$ cat src/rtl/layer_stream_sequencer.sv
// Captures one layer's NN parallel neuron results and replays them as a serial word stream.
// Optional ARGMAX_EN macro adds a running signed argmax that reports the winning neuron index.
module layer_stream_sequencer #(
    parameter int NN         = 10,
    parameter int DATA_WIDTH = 16
) (
    input  logic                      clk,
    input  logic                      rst,
    input  logic [NN-1:0]             in_valid,
    input  logic [NN*DATA_WIDTH-1:0]  in_data,
    input  logic                      err_clr,
    output logic                      out_valid,
    output logic [DATA_WIDTH-1:0]     out_data,
    output logic                      out_last,
    output logic                      busy,
    output logic                      err_mismatch,
    output logic                      err_overrun,
    output logic [$clog2(NN)-1:0]     class_idx,
    output logic                      class_valid
);
    localparam int CW = $clog2(NN);

    typedef enum logic {IDLE, SHIFT} state_t;

    state_t                state_reg;
    logic [CW-1:0]         count_reg;
    logic [DATA_WIDTH-1:0] buf_reg [NN];
    logic [DATA_WIDTH-1:0] in_word [NN];

    logic          cap;
    logic          final_word;
    logic          accept;
    logic          overrun_evt;
    logic          mismatch_evt;
    logic [CW-1:0] count_inc;

    generate
        for (genvar gi = 0; gi < NN; gi++) begin : g_unpack
            assign in_word[gi] = in_data[gi*DATA_WIDTH +: DATA_WIDTH];
        end
    endgenerate

    assign cap          = in_valid[0];
    assign final_word   = (state_reg == SHIFT) && (count_reg == CW'(NN-1));
    assign accept       = cap && ((state_reg == IDLE) || final_word);
    assign overrun_evt  = cap && (state_reg == SHIFT) && !final_word;
    assign mismatch_evt = cap && (in_valid != {NN{1'b1}});
    assign count_inc    = count_reg + CW'(1);
    assign busy         = (state_reg == SHIFT);

    always_ff @(posedge clk or posedge rst) begin
        if (rst) begin
            for (int i = 0; i < NN; i++) buf_reg[i] <= '0;
        end else if (accept) begin
            for (int i = 0; i < NN; i++) buf_reg[i] <= in_word[i];
        end
    end

    // count_reg always indexes the word currently on out_data, so word 0 is
    // loaded straight from in_data on the capture edge.
    always_ff @(posedge clk or posedge rst) begin
        if (rst) begin
            state_reg <= IDLE;
            count_reg <= '0;
            out_valid <= 1'b0;
            out_data  <= '0;
            out_last  <= 1'b0;
        end else begin
            case (state_reg)
                IDLE: begin
                    if (cap) begin
                        state_reg <= SHIFT;
                        count_reg <= '0;
                        out_valid <= 1'b1;
                        out_data  <= in_word[0];
                        out_last  <= 1'b0;
                    end
                end
                SHIFT: begin
                    if (final_word) begin
                        count_reg <= '0;
                        out_last  <= 1'b0;
                        if (cap) begin
                            out_data <= in_word[0];
                        end else begin
                            state_reg <= IDLE;
                            out_valid <= 1'b0;
                            out_data  <= '0;
                        end
                    end else begin
                        count_reg <= count_inc;
                        out_data  <= buf_reg[count_inc];
                        out_last  <= (count_inc == CW'(NN-1));
                    end
                end
                default: state_reg <= IDLE;
            endcase
        end
    end

    always_ff @(posedge clk or posedge rst) begin
        if (rst) begin
            err_mismatch <= 1'b0;
            err_overrun  <= 1'b0;
        end else begin
            err_mismatch <= mismatch_evt | (err_mismatch & ~err_clr);
            err_overrun  <= overrun_evt  | (err_overrun  & ~err_clr);
        end
    end

`ifdef ARGMAX_EN
    logic signed [DATA_WIDTH-1:0] max_reg;
    logic [CW-1:0]                max_idx_reg;
    logic                         take;
    logic [CW-1:0]                idx_now;

    // Strictly greater replaces, so ties stay with the lower neuron index.
    assign take    = (count_reg == '0) || ($signed(out_data) > max_reg);
    assign idx_now = take ? count_reg : max_idx_reg;

    always_ff @(posedge clk or posedge rst) begin
        if (rst) begin
            max_reg     <= '0;
            max_idx_reg <= '0;
            class_idx   <= '0;
            class_valid <= 1'b0;
        end else begin
            class_valid <= 1'b0;
            if (out_valid && take) begin
                max_reg     <= $signed(out_data);
                max_idx_reg <= count_reg;
            end
            if (out_valid && out_last) begin
                class_idx   <= idx_now;
                class_valid <= 1'b1;
            end
        end
    end
`else
    assign class_idx   = '0;
    assign class_valid = 1'b0;
`endif

endmodule

$ cat config.mk
export PLATFORM = sky130hd
export DESIGN_NAME = layer_stream_sequencer
export DESIGN_NICKNAME = d
export VERILOG_FILES = /design/src/rtl/layer_stream_sequencer.sv
export SDC_FILE = /design/constraint.sdc
export NUM_CORES = 1
export LEC_CHECK = 0
export BUFFER_PORTS_ARGS = -buffer_cell sky130_fd_sc_hd__buf_2
export CORE_ASPECT_RATIO = 1.75
export CORE_MARGIN = 1
export CORE_UTILIZATION = 40
export DETAILED_ROUTE_END_ITERATION = 8
export PLACE_DENSITY = 0.73
export REMOVE_ABC_BUFFERS = 1
export SLEW_MARGIN = 5
export SYNTH_ARGS = -nofsm -noshare
export SYNTH_HDL_FRONTEND = slang
export SYNTH_SLANG_ARGS = --single-unit
$ cat constraint.sdc
create_clock -name clk -period 8.1 [get_ports clk]
set_input_delay 0.405 -clock clk [delete_from_list [all_inputs] [get_ports clk]]
set_output_delay 0.405 -clock clk [all_outputs]
set_load 0.02 [all_outputs]
======== Word level (Yosys, flattened, before mapping) ========
Index checks and enable logic that the tools add are counted.
cells by class
  multiplexer cells ....................... 20
  reductions and logical operators ........ 8
  bitwise gates (word level) .............. 7
  eq/ne operators ......................... 6
  order comparisons ....................... 1
  $add $sub $neg .......................... 1
operator list
  operator                                                                  number
  16-bit two-way mux                                                        5
  16-bit binary-select mux with 4-bit select                                1
  16-bit one-hot mux with 2 select lines                                    1
  10-bit inequality test (second input constant)                            1
  4-bit == test (second input constant)                                     2
  4-bit two-way mux                                                         2
  4-bit one-hot mux with 2 select lines                                     1
  1-bit two-way mux                                                         7
  1-bit one-hot mux with 2 select lines                                     3
  5-bit greater-or-equal comparator (second input constant)                 1
  1-bit logical AND                                                         5
  4-bit NOT with 5-bit output                                               1
  4-bit by 1-bit adder with 4-bit output (second input constant)            1
  2-bit inequality test (second input constant)                             2
  3-bit AND reduction                                                       1
  1-bit bitwise AND                                                         2
  2-bit by 1-bit inequality test with 1-bit output (second input constant)  1
  1-bit NOT                                                                 2
  1-bit bitwise OR                                                          2
  1-bit zero test                                                           1
  1-bit logical OR                                                          1
word-level totals
  word-level logic and storage cells ...... 60
  flip-flop bits (word level) ............. 185
  output and inout port bits .............. 26

======== Logic depth before layout (Yosys ltp) ========
  depth in word-level cells ............... 7
  depth in mapped cells ................... 10

======== Worst setup path after synthesis ========
No wires, ideal clock.
  kind .................................... reg2reg
  from .................................... reg count_reg[0]
  to ...................................... reg out_data[0]
  stages on the path, launching flop included .. 11
  path buffers ............................ 5
  data arrival time ....................... 2625 ps
  setup slack ............................. 5335 ps
  data required time ...................... 7960 ps
  library setup time ...................... 140 ps
  cells stage by stage .................... dfrtp_1 > buf_4 > buf_2 > buf_2 > inv_1 > ha_1 > clkbuf_1 > clkbuf_1 > mux4_2 > a221oi_1 > o211ai_1
on the way
  word-level cells in the longest chain between the ends .. 7
RTL lines
  element                                                 RTL line  source
  from (decl)                                             26        logic [CW-1:0] count_reg;
  from (signal assigned)                                  91        count_reg <= count_inc;
  4-bit by 1-bit adder with 4-bit output                  48        assign count_inc = count_reg + CW'(1);
  4-bit NOT with 5-bit output (not written as such)       92        out_data <= buf_reg[count_inc];
  16-bit binary-select mux with 4-bit select              92
  16-bit two-way mux (not written as such) (2 in series)  92
  16-bit two-way mux *                                    80        if (final_word) begin
  16-bit one-hot mux with 2 select lines *                69        case (state_reg)
  to (signal assigned)                                    75        out_data <= in_word[0];
  to (signal assigned)                                    84        out_data <= in_word[0];
  to (signal assigned)                                    92
  to (decl)                                               13        output logic [DATA_WIDTH-1:0] out_data,
Every way passes the cells marked *; elsewhere a longest branch is shown, timed or not. The select of a mux whose other input is x is not followed.
A chain may end at the register's enable or synchronous reset.

======== Worst setup path after layout ========
  from .................................... reg count_reg[0]
  to ...................................... reg buf_reg[127] in the netlist's numbering
on the way
  word-level cells in the longest chain between the ends .. 4
RTL lines
  element            RTL line  source
  4-bit == test      44        assign final_word = (state_reg == SHIFT) && (count_reg == CW'(NN-1));
  1-bit logical AND  44
  1-bit logical OR   45        assign accept = cap && ((state_reg == IDLE) || final_word);
  1-bit logical AND  45
  to (decl)          27        logic [DATA_WIDTH-1:0] buf_reg [NN];
Every way passes these cells.

==> impl_results.rst <==
.. list-table::
   :header-rows: 1

   * - Metric
     - Value
   * - Sequential share of the synthesized area
     - 0.540
   * - End of the worst register-to-register path
     - buf_reg[127]$_DFFE_PP0P_
   * - First-pass GRT wire length
     - 32.2 mm
   * - Clock-pin slew on the worst setup and hold paths
     - 0.07 ns
   * - Top cells by instance count after synthesis
     - dfrtp_1 (185), mux2_1 (100), mux2_2 (61), mux2i_1 (32), mux4_2 (32)
   * - Length of the first detailed-routing pass in iterations
     - 4
   * - Antenna violations before repair
     - 9
   * - Share of post-route cells with drive strength above 1
     - 0.434
   * - Arrival time reported for the critical path endpoint
     - 3.28 ns
   * - Overall routed net length
     - 20.5 mm
   * - Share of the synthesized area in the top cell type
     - 0.540
   * - Synth Area per Inst
     - 15.1 um^2
   * - Cell with the most instances after synthesis
     - dfrtp_1
   * - Synth Register Bits
     - 185
   * - Worst Path Required
     - 8.42 ns
   * - Via count
     - 5,460
   * - Highest fanout seen on the critical path
     - 77
   * - Total Routing Usage GR
     - 0.197
   * - Largest net degree at the start of global routing
     - 112
   * - Count of routing violations after the opening detailed-route iteration
     - 255
   * - Number of setup violations in the final report
     - 0
   * - Rel. slew slack
     - 0.310
   * - Slowest stage delay, CP
     - 0.79 ns
   * - Inserted Clock Buffers
     - 17
   * - FF-to-FF Start
     - count_reg[0]$_DFFE_PP0P_
   * - Skew final
     - 0.00630 ns
   * - Outcome
     - finished, final reports clean
   * - Fmax achieved
     - 0.337 GHz
   * - Pwr per Cell Area
     - 398 mW/mm^2
   * - Worst vdd ir
     - 0.000235 V
   * - Fraction of registers with async set/reset
     - 1.00
   * - Starting utilization of the core area
     - 0.410
   * - Synthesis warning total
     - 0
   * - Syn-to-layout area delta
     - 18.8%
   * - Critical path class
     - reg -> reg
   * - Routability-driven placement congestion ratio
     - 0.762
   * - Post-detailed-route wirelength per cell
     - 20.1 um
   * - Worst Max-Slew Pin Slew
     - 1.04 ns
   * - Family with the most delay on the worst path
     - buffers and inverters
   * - Series of cell instances along the critical path
     - ha_1 -> nand3b_4 -> and2_4 -> nor2_8 -> buf_4 -> mux2_2
   * - Number of distinct library cells after synthesis
     - 39
   * - Number of resized instances in the post-cts repair step
     - 0
   * - RSZ-0062 raised after global routing
     - no
   * - Site row count
     - 70
   * - Largest area contributor in the netlist
     - dfrtp_1
   * - TritonCTS clock tree
     - yes
   * - Total count of max-transition violations in the final report
     - 0
   * - Post-route non-filler standard cell count
     - 1,022
   * - Post-DR vias/cell
     - 5.34
   * - Number of buffer and inverter stages on the critical path
     - 1
   * - Sort of element at the start of the critical path
     - flop
   * - Crit path max-delay cell type
     - buf_4
   * - Period minus WS final
     - 2.96 ns
   * - H-tree lvl count
     - 4
   * - Count of input and output buffers
     - 193
   * - Reg-to-reg setup timing slack
     - 5.14 ns
   * - Net count of the finished layout
     - 928
   * - Buffers inserted by post-CTS timing repair
     - 0
   * - Setup crit end kind
     - flop
   * - Clock latency on the worst-skew pair
     - 0.43 ns
   * - Number of design rule violations left after detail routing
     - 0
   * - Largest cells by area after synthesis
     - dfrtp_1 (54%), mux2_1 (13%), mux4_2 (8.4%), mux2_2 (8.0%), mux2i_1 (3.7%)
   * - Share of the cycle needed by the critical path after routing
     - 0.366
   * - Static leakage
     - 4.65 nW
   * - Depth of the worst register-to-register path
     - 6
   * - Buffer levels on the longest clock path
     - 2
   * - Number of cells produced by synthesis
     - 570
   * - Post-route ant nets
     - 0
   * - Grt total ovfl
     - 0
   * - Cell area after synthesis
     - 0.00858 mm^2
   * - Dpl cells
     - 985
   * - Worst hold path type
     - in -> async
   * - Final hold viol count
     - 0
   * - Number of global-route vias before repair
     - 5,909
   * - CTS root buf
     - clkbuf_16
   * - Horizontal die dimension
     - 113 um
   * - Predominant post-synthesis flop cell
     - dfrtp_1
   * - Core outline area
     - 0.0209 mm^2
   * - Detail Placement HPWL
     - 14.0 mm
   * - Aggregate negative setup slack
     - 0 ns
   * - Number of I/O pins
     - 199
   * - # hold bufs at CTS
     - 0
   * - Die H
     - 196 um
   * - Die area
     - 0.0221 mm^2
   * - Sink Count
     - 185
   * - Number of max-cap violations
     - 0
   * - Number of flip-flops under the largest register name
     - 160
   * - Post-synth EDFFs
     - 0
[where the power goes]
group | internal [mW] | switching, mW
clock | 0.488 | 0.342
combinational | 0.856 | 0.717
sequential | 1.39 | 0.257
[final cells by class]
type                       count  area [um^2]
clock inverter                 8          124
sequential                   185         4630
timing repair buffer         201         1030
multi-input combinational    341         3600
clock buffer                  21          450
antenna                        8         20.0
inverter                       6         27.5
tap                          252          315
fill                        1812        10700
[cells by family (layout without fill, tap and decap cells)]
| logic type | Yosys count | in the layout | share of synthesized area |
|---|---|---|---|
| AOI/OAI and AO/OA | 46 | 46 | 0.0411 |
| xor gates and xnor gates | 1 | 1 | 0.00102 |
| adders and majority gates | 3 | 3 | 0.00438 |
| buffers and inverters | 48 | 236 | 0.0440 |
| DFF | 185 | 185 | 0.540 |
| muxes | 225 | 225 | 0.333 |
| other | 1 | 13 | 0.000437 |
| and+or+nand+nor | 61 | 61 | 0.0368 |
[metrics by stage]
| stage | util | instance area (um^2) | worst slack, ns | hold slack, ns | total power [mW] |
|---|---|---|---|---|---|
| 3_5_place_dp | 0.459 | 9600 | 4.97 | 0.470 | 3.27 |
| 2_1_floorplan | - | 8240 | 2.67 | 0.452 | 2.78 |
| 3_3_place_gp | 0.459 | 9600 | 4.98 | 0.462 | 3.19 |
| 6_report | 0.487 | 10200 | 5.14 | 0.116 | 4.05 |
| 4_1_cts | 0.486 | 10200 | 5.10 | 0.165 | 4.11 |
| 5_1_grt | 0.487 | 10200 | 4.95 | 0.171 | 4.31 |
[per-layer routing]
metal  track usage  wire, um
met3        0.0392       719
met4         0.108       807
met1         0.218      7780
met2         0.351     11200
met5             0        12
[worst max-delay path by stage]
stage / from / end / slack (ns) / cells after the start
after floorplan: rst / buf_reg[0]$_DFFE_PP0P_ / 2.67 / 1
after global placement: in_valid[0] / buf_reg[47]$_DFFE_PP0P_ / 4.98 / 5
after detailed placement: in_valid[0] / buf_reg[63]$_DFFE_PP0P_ / 4.97 / 5
after CTS: count_reg[0]$_DFFE_PP0P_ / buf_reg[63]$_DFFE_PP0P_ / 5.10 / 6
after global routing: count_reg[0]$_DFFE_PP0P_ / buf_reg[127]$_DFFE_PP0P_ / 4.95 / 6
final: count_reg[0]$_DFFE_PP0P_ / buf_reg[127]$_DFFE_PP0P_ / 5.14 / 6
[worst reg2reg max path, cell delays in order (launching register included)]
cell,delay [ns]
dfrtp_4,0.67
ha_1,0.29
nand3b_4,0.13
and2_4,0.22
nor2_8,0.24
buf_4,0.79
mux2_2,0.50
[layout by cell type, fill, tap and decap left out, drive strengths merged, types with 8 or more instances in the layout]
cell / instances
mux2i: 32
nand2: 24
buf: 201
clkbuf: 21
mux2: 161
diode: 8
mux4: 32
dfrtp: 185
o211ai: 16
nor2: 22
a221oi: 16
Note: power is estimated with default switching activity, not from simulation.
